File: config.mk
export PLATFORM = sky130hd
export DESIGN_NAME = kgp_alu_seq
export DESIGN_NICKNAME = d
export VERILOG_FILES = /design/src/rtl/kgp_alu_seq.sv
export SDC_FILE = /design/constraint.sdc
export NUM_CORES = 1
export LEC_CHECK = 0
export CORE_MARGIN = 8
export CORE_UTILIZATION = 45
export DETAILED_ROUTE_END_ITERATION = 8
export GPL_TIMING_DRIVEN = 0
export PLACE_DENSITY = 0.61
export SYNTH_ARGS = -nofsm -noshare
export SYNTH_HDL_FRONTEND = slang
export SYNTH_SLANG_ARGS = --single-unit
File: constraint.sdc
create_clock -name clk -period 71.2 [get_ports clk]
set_clock_uncertainty 0.2 [all_clocks]
set_input_delay 14.24 -clock clk [delete_from_list [all_inputs] [get_ports clk]]
set_output_delay 14.24 -clock clk [all_outputs]
set_load 0.03 [all_outputs]
File: src/rtl/kgp_alu_seq.sv
// kgp_alu_seq: IDLE/READ/EXEC/WRITE sequencer driving an external ALU from a register file.
// Define KGP_SEQ_R0_ZERO_EN to make register 0 read as zero and ignore writes to it.
module kgp_alu_seq #(
    parameter int REG_AW = 4
) (
    input  logic              clk,
    input  logic              rst,
    input  logic              instr_valid,
    output logic              instr_ready,
    input  logic [3:0]        instr_cmd,
    input  logic [REG_AW-1:0] instr_rs,
    input  logic [REG_AW-1:0] instr_rt,
    input  logic [REG_AW-1:0] instr_rd,
    input  logic              instr_use_imm,
    input  logic [31:0]       instr_imm,
    output logic [31:0]       alu_op1,
    output logic [31:0]       alu_op2,
    output logic [3:0]        alu_cmd,
    input  logic [31:0]       alu_z,
    output logic              wb_valid,
    output logic [REG_AW-1:0] wb_rd,
    output logic [31:0]       wb_data,
    output logic              busy,
    input  logic [REG_AW-1:0] dbg_addr,
    output logic [31:0]       dbg_data
);

    localparam int NREG = 2 ** REG_AW;

    typedef enum logic [1:0] {
        S_IDLE,
        S_READ,
        S_EXEC,
        S_WRITE
    } state_t;

    state_t r_state;
    state_t w_next;

    logic              w_accept;
    logic              w_load_ops;
    logic              w_latch_res;
    logic              w_write;
    logic              w_wr_en;

    logic [3:0]        r_cmd;
    logic [REG_AW-1:0] r_rs;
    logic [REG_AW-1:0] r_rt;
    logic [REG_AW-1:0] r_rd;
    logic              r_use_imm;
    logic [31:0]       r_imm;

    logic [31:0]       r_op1;
    logic [31:0]       r_op2;
    logic [3:0]        r_alu_cmd;
    logic [31:0]       r_res;

    logic [31:0]       r_rf [NREG];

    logic [31:0]       w_rs_data;
    logic [31:0]       w_rt_data;

`ifdef KGP_SEQ_R0_ZERO_EN
    assign w_rs_data = (r_rs == '0) ? 32'd0 : r_rf[r_rs];
    assign w_rt_data = (r_rt == '0) ? 32'd0 : r_rf[r_rt];
    assign dbg_data  = (dbg_addr == '0) ? 32'd0 : r_rf[dbg_addr];
    assign w_wr_en   = (r_rd != '0);
`else
    assign w_rs_data = r_rf[r_rs];
    assign w_rt_data = r_rf[r_rt];
    assign dbg_data  = r_rf[dbg_addr];
    assign w_wr_en   = 1'b1;
`endif

    always_ff @(posedge clk or posedge rst) begin
        if (rst) begin
            r_state <= S_IDLE;
        end else begin
            r_state <= w_next;
        end
    end

    always_comb begin
        w_next      = r_state;
        w_accept    = 1'b0;
        w_load_ops  = 1'b0;
        w_latch_res = 1'b0;
        w_write     = 1'b0;
        unique case (r_state)
            S_IDLE: begin
                if (instr_valid) begin
                    w_accept = 1'b1;
                    w_next   = S_READ;
                end
            end
            S_READ: begin
                w_load_ops = 1'b1;
                w_next     = S_EXEC;
            end
            S_EXEC: begin
                w_latch_res = 1'b1;
                w_next      = S_WRITE;
            end
            S_WRITE: begin
                w_write = 1'b1;
                w_next  = S_IDLE;
            end
            default: w_next = S_IDLE;
        endcase
    end

    always_ff @(posedge clk or posedge rst) begin
        if (rst) begin
            r_cmd     <= '0;
            r_rs      <= '0;
            r_rt      <= '0;
            r_rd      <= '0;
            r_use_imm <= 1'b0;
            r_imm     <= '0;
        end else if (w_accept) begin
            r_cmd     <= instr_cmd;
            r_rs      <= instr_rs;
            r_rt      <= instr_rt;
            r_rd      <= instr_rd;
            r_use_imm <= instr_use_imm;
            r_imm     <= instr_imm;
        end
    end

    // Operand registers double as the ALU drive, so they hold outside EXEC.
    always_ff @(posedge clk or posedge rst) begin
        if (rst) begin
            r_op1     <= '0;
            r_op2     <= '0;
            r_alu_cmd <= '0;
        end else if (w_load_ops) begin
            r_op1     <= w_rs_data;
            r_op2     <= r_use_imm ? r_imm : w_rt_data;
            r_alu_cmd <= r_cmd;
        end
    end

    always_ff @(posedge clk or posedge rst) begin
        if (rst) begin
            r_res <= '0;
        end else if (w_latch_res) begin
            r_res <= alu_z;
        end
    end

    always_ff @(posedge clk or posedge rst) begin
        if (rst) begin
            for (int i = 0; i < NREG; i++) begin
                r_rf[i] <= '0;
            end
        end else if (w_write && w_wr_en) begin
            r_rf[r_rd] <= r_res;
        end
    end

    assign instr_ready = (r_state == S_IDLE) && !rst;
    assign busy        = (r_state != S_IDLE);
    assign wb_valid    = (r_state == S_WRITE);
    assign wb_rd       = r_rd;
    assign wb_data     = r_res;
    assign alu_op1     = r_op1;
    assign alu_op2     = r_op2;
    assign alu_cmd     = r_alu_cmd;

endmodule

* Word-level counts from Yosys, hierarchy flattened
Cells that the tools add are included.
** Cells by class
- Bitwise operators :: 4
- Reduce and logical (&&, ||, !) cells :: 5
- $lt $le $gt $ge :: 5
- Mux-type cells :: 20
- Eq/ne operators :: 4
** Operators with widths (count)
- bitwise mux 512 bit :: 1
- binary-select mux 32 bit (select 4 bit) :: 3
- two-way mux 32 bit :: 8
- demux 32 bit (select 4 bit) :: 1
- greater-or-equal comparator 5 bit (second input constant) :: 4
- inverter 4 -> 5 bit :: 4
- one-hot mux 2 bit (4 select lines) :: 1
- < comparator 5 x 1 -> 1 bit (second input constant) :: 1
- two-way mux 1 bit :: 5
- equality test 2 bit (second input constant) :: 2
- equality test 2 x 1 -> 1 bit (second input constant) :: 1
- logical AND 1 bit :: 2
- zero test 2 bit :: 1
- two-way mux 2 bit :: 1
- inequality test 2 bit (second input constant) :: 1
- nonzero test 2 bit :: 1
- zero test 1 bit :: 1
** Storage, ports and cells
- Output and inout port bits :: 139
- Word-level logic and storage cells :: 65
- Flip-flop bits (word level) :: 663
- Input port bits :: 88

* Longest topological paths before layout
- Depth after elaboration :: 6
- Gate-level depth with buffers :: 8

* Worst setup path before layout
OpenSTA, ideal clock, no wires.
- Kind :: input port to output port
- Start point :: input dbg_addr[1]
- End point :: output dbg_data[0]
- Data required time :: 56.760 ns
- Stages :: 4
- Setup slack :: 41.018 ns
- Path buffers :: 2
- Arrival :: 15.742 ns
- Path through :: clkbuf_1 > buf_1 > mux4_2 > mux4_2
** On the way
- Word-level cells in the longest chain between the ends :: 4
** RTL lines
- start, declared :: RTL line 24 : input logic [REG_AW-1:0] dbg_addr,
- inverter 4 -> 5 bit (not written as such) :: RTL line 71 : assign dbg_data = r_rf[dbg_addr];
- binary-select mux 32 bit (select 4 bit) :: RTL line 71
- two-way mux 32 bit (not written as such) (2 in series) :: RTL line 71
- end, declared :: RTL line 25 : output logic [31:0] dbg_data
Every way passes these cells. The select of a mux whose other input is x is not followed.

* Worst setup path after layout
- Start point :: input dbg_addr[1]
- End point :: output dbg_data[27]
The elaborated chain is that of the path after synthesis.

==> reports/results.tsv <==
metric	value	unit
maxSlewViolCount	11	
reg2regPathDepth	7	
ctsLongestPathBuffers	3	
vias_per_cell	6.783	
cts_htree_levels	3	
pre_cts_slack	39.53	ns
row_count	104	
placed_cell_area	40210	sq um
start_util	45.37	%
first_iter_violations	2992	
grt_max_degree	130	
drive_gt1_share	42.61	%
cp_slowest_cell	buf_1	
power.density	51.39	nW/um^2
cts_tree	yes	
track_usage	30.87	%
finalSetupViolations	0	
fmax	0.03135	GHz
ys_seq_area_share	45.48	%
rrSetupSlack	67.32	ns
antenna_left	0	
cts_resized	0	
vias	25980	
post-cts-setup-buffers	0	
worstHoldPathCells	1	
gr-usage-met3	10.93	%
cpMostUsedCell	mux4_2	
path_delay_family	buffers and inverters	
ys.flop_type	dfrtp_1	
slowest_delay	1.16	ns
power.share.switching	41.13	%
antenna_found_initial	4	
start_kind	primary input	
setup_ws	39.30	ns
r2r-end	alu_op2[18]	
worstMarginPinSlew	1.513	ns
worstPathRequired	56.76	ns
netlist_area	36480	sq um
internal_power	1.297	mW
grt_pass1_wl	199800	um
maxCapViolCount	1	
hold_path.class	reg -> reg	
cp_num_buf_inv	3	
hold_buffers	0	
leakage	18.35	nW
route.detailed.drc	0	
hold_path_end	r_imm[2]	
synth-seq-cells	663	
synth_cells	2397	
clkLatencyLatePin	0.63	ns
syn_avg_cell_area	15.22	sq um
synthTopCellsByArea	dfrtp_1 45%, mux4_2 21%, mux2_2 18%, mux2i_1 5.3%, a22oi_1 1.5%	
mostFrequentLayoutCells	663 x dfrtp_1, 587 x mux2_2, 343 x mux4_2	
power_frac_seq	33.1	%
period_minus_slack	31.90	ns
async_reset_ff_share	100.0	%
mostFrequentLayoutCell	dfrtp_1	
r2r_start	r_state[1]	
rsz0062_at_grt	no	
die_h	300.7	um
cp_cell_sequence	clkbuf_1 -> buf_1 -> mux4_2 -> mux4_2 -> clkdlybuf4s50_1	
grt_pass1_vias	26980	
path_class	in -> out	
path_max_fanout	10	
cts-root-buf	clkbuf_16	
overflow	0	
end_kind	output pin	
firstDrtPassIters	6	
wire_per_inst	37.01	um
die_w	300.7	um
met1_usage	39.81	%
synth.lib_cells_used.distinct	34	
cp_data_arrival_time	17.46	ns
area_growth	17.51	%
status	finished with violations	
yosys.area.top_type	dfrtp_1	
gr-usage-met2	46.31	%
max_slew_margin	-0.8761	%
synth_top_area_share	45.48	%
violations	max-capacitance violations, max-slew violations	
core_area	80420	sq um
grt.busiest_layer	met2	
port_buffers	223	
period_share	44.80	%
synth-edff-count	0	
cts_sinks	663	
cts_made_buffers	78	
gp_congestion	0.9089	
syn_nets	2489	
dieArea	90440	sq um
p_comb_share	48.0	%
finalPower	2.203	mW
peakVddDrop	0.02941	mV
switchingPower	0.9062	mW
routed_wl	141800	um
fillCellCount	6628	
cts.clk_slew.worst_paths	0.05	ns
hp-start	r_imm[2]	
clkPwrFrac	18.9	%
nets	2799	
final_hold_viol_count	0	
tns	0	ns
pin_count	227	
utilization	53.31	%
fin_area	42870	sq um
dp_hpwl	94230	um
yosysWarnings	0	
cell usage after synthesis, drive strengths merged, types with 2 or more instances:
cell / count
o21ai: 10
mux2: 597
nand2: 50
buf: 136
nand3: 24
a32oi: 9
nor2b: 3
dfrtp: 663
mux2i: 192
nand3b: 3
inv: 5
a21oi: 56
o311ai: 23
o211ai: 32
and3: 32
nor2: 15
mux4: 352
a22oi: 73
ha: 4
or3: 2
nand2b: 5
clkbuf: 106
power groups by stage:
stage / registers (mW) / clock network, mW / logic [mW]
after floorplan: 0.706 / 0 / 0.655
after global placement: 0.711 / 0 / 1.03
after detailed placement: 0.725 / 0 / 1.04
after CTS: 0.720 / 0.421 / 1.05
after global routing: 0.751 / 0.436 / 1.10
final: 0.730 / 0.416 / 1.06
sequential cells by signal (all words and copies together), names as in the netlist:
name	count
r_rs	4
r_state	2
r_rt	4
r_use_imm	1
alu_op2	32
r_rf	512
wb_data	32
r_imm	32
alu_cmd	4
wb_rd	4
alu_op1	32
r_cmd	4
stage by stage:
stage / cells / hold slack [ns]
2_1_floorplan: 2397 / 0.2712
3_3_place_gp: 3680 / 0.2813
3_5_place_dp: 3686 / 0.2893
4_1_cts: 3826 / 0.3029
5_1_grt: 3827 / 0.3133
6_report: 3830 / 0.3033
cell type report:
cell class                      instances  area [sq um]  area share (%)
Inverter                                5         26.28         0.06129
Multi-Input combinational cell       1487         18750           43.73
Clock buffer                          119          2352           5.487
Buffer                                242          1129           2.632
Sequential cell                       663         16590           38.70
Antenna cell                            3         7.507         0.01751
Clock inverter                         21         280.3          0.6537
Timing Repair Buffer                  230          2412           5.627
Tap cell                             1060          1326           3.094
cell families after synthesis:
logic type | count (synthesis) | share of synthesized area [%]
multiplexers | 1141 | 45.52
flip-flops | 663 | 45.48
buffers and inverters | 247 | 3.138
AO/OA/AOI/OAI | 204 | 3.855
AND/OR/NAND/NOR | 138 | 1.876
adder cells (fa/ha/maj) | 4 | 0.1372
routing by layer:
| layer | wire length [um] | part of all wire [%] | up-vias |
|---|---|---|---|
| met3 | 16380 | 12 | 464 |
| met4 | 7869 | 5.6 | 0 |
| met5 | 0 | 0 | - |
| met2 | 63550 | 45 | 1708 |
| met1 | 53960 | 38 | 13720 |
| li1 | - | - | 10080 |
worst max path at each step:
| stage | start | endpoint | cells after the start |
|---|---|---|---|
| global route | dbg_addr[1] | dbg_data[26] | 5 |
| finish | dbg_addr[1] | dbg_data[27] | 5 |
| floorplan | rst | alu_cmd[0] | 1 |
| CTS | dbg_addr[1] | dbg_data[27] | 5 |
| global placement | rst | wb_data[14] | 2 |
| detailed placement | dbg_addr[1] | dbg_data[26] | 5 |
Note: power is estimated with default switching activity, not from simulation.
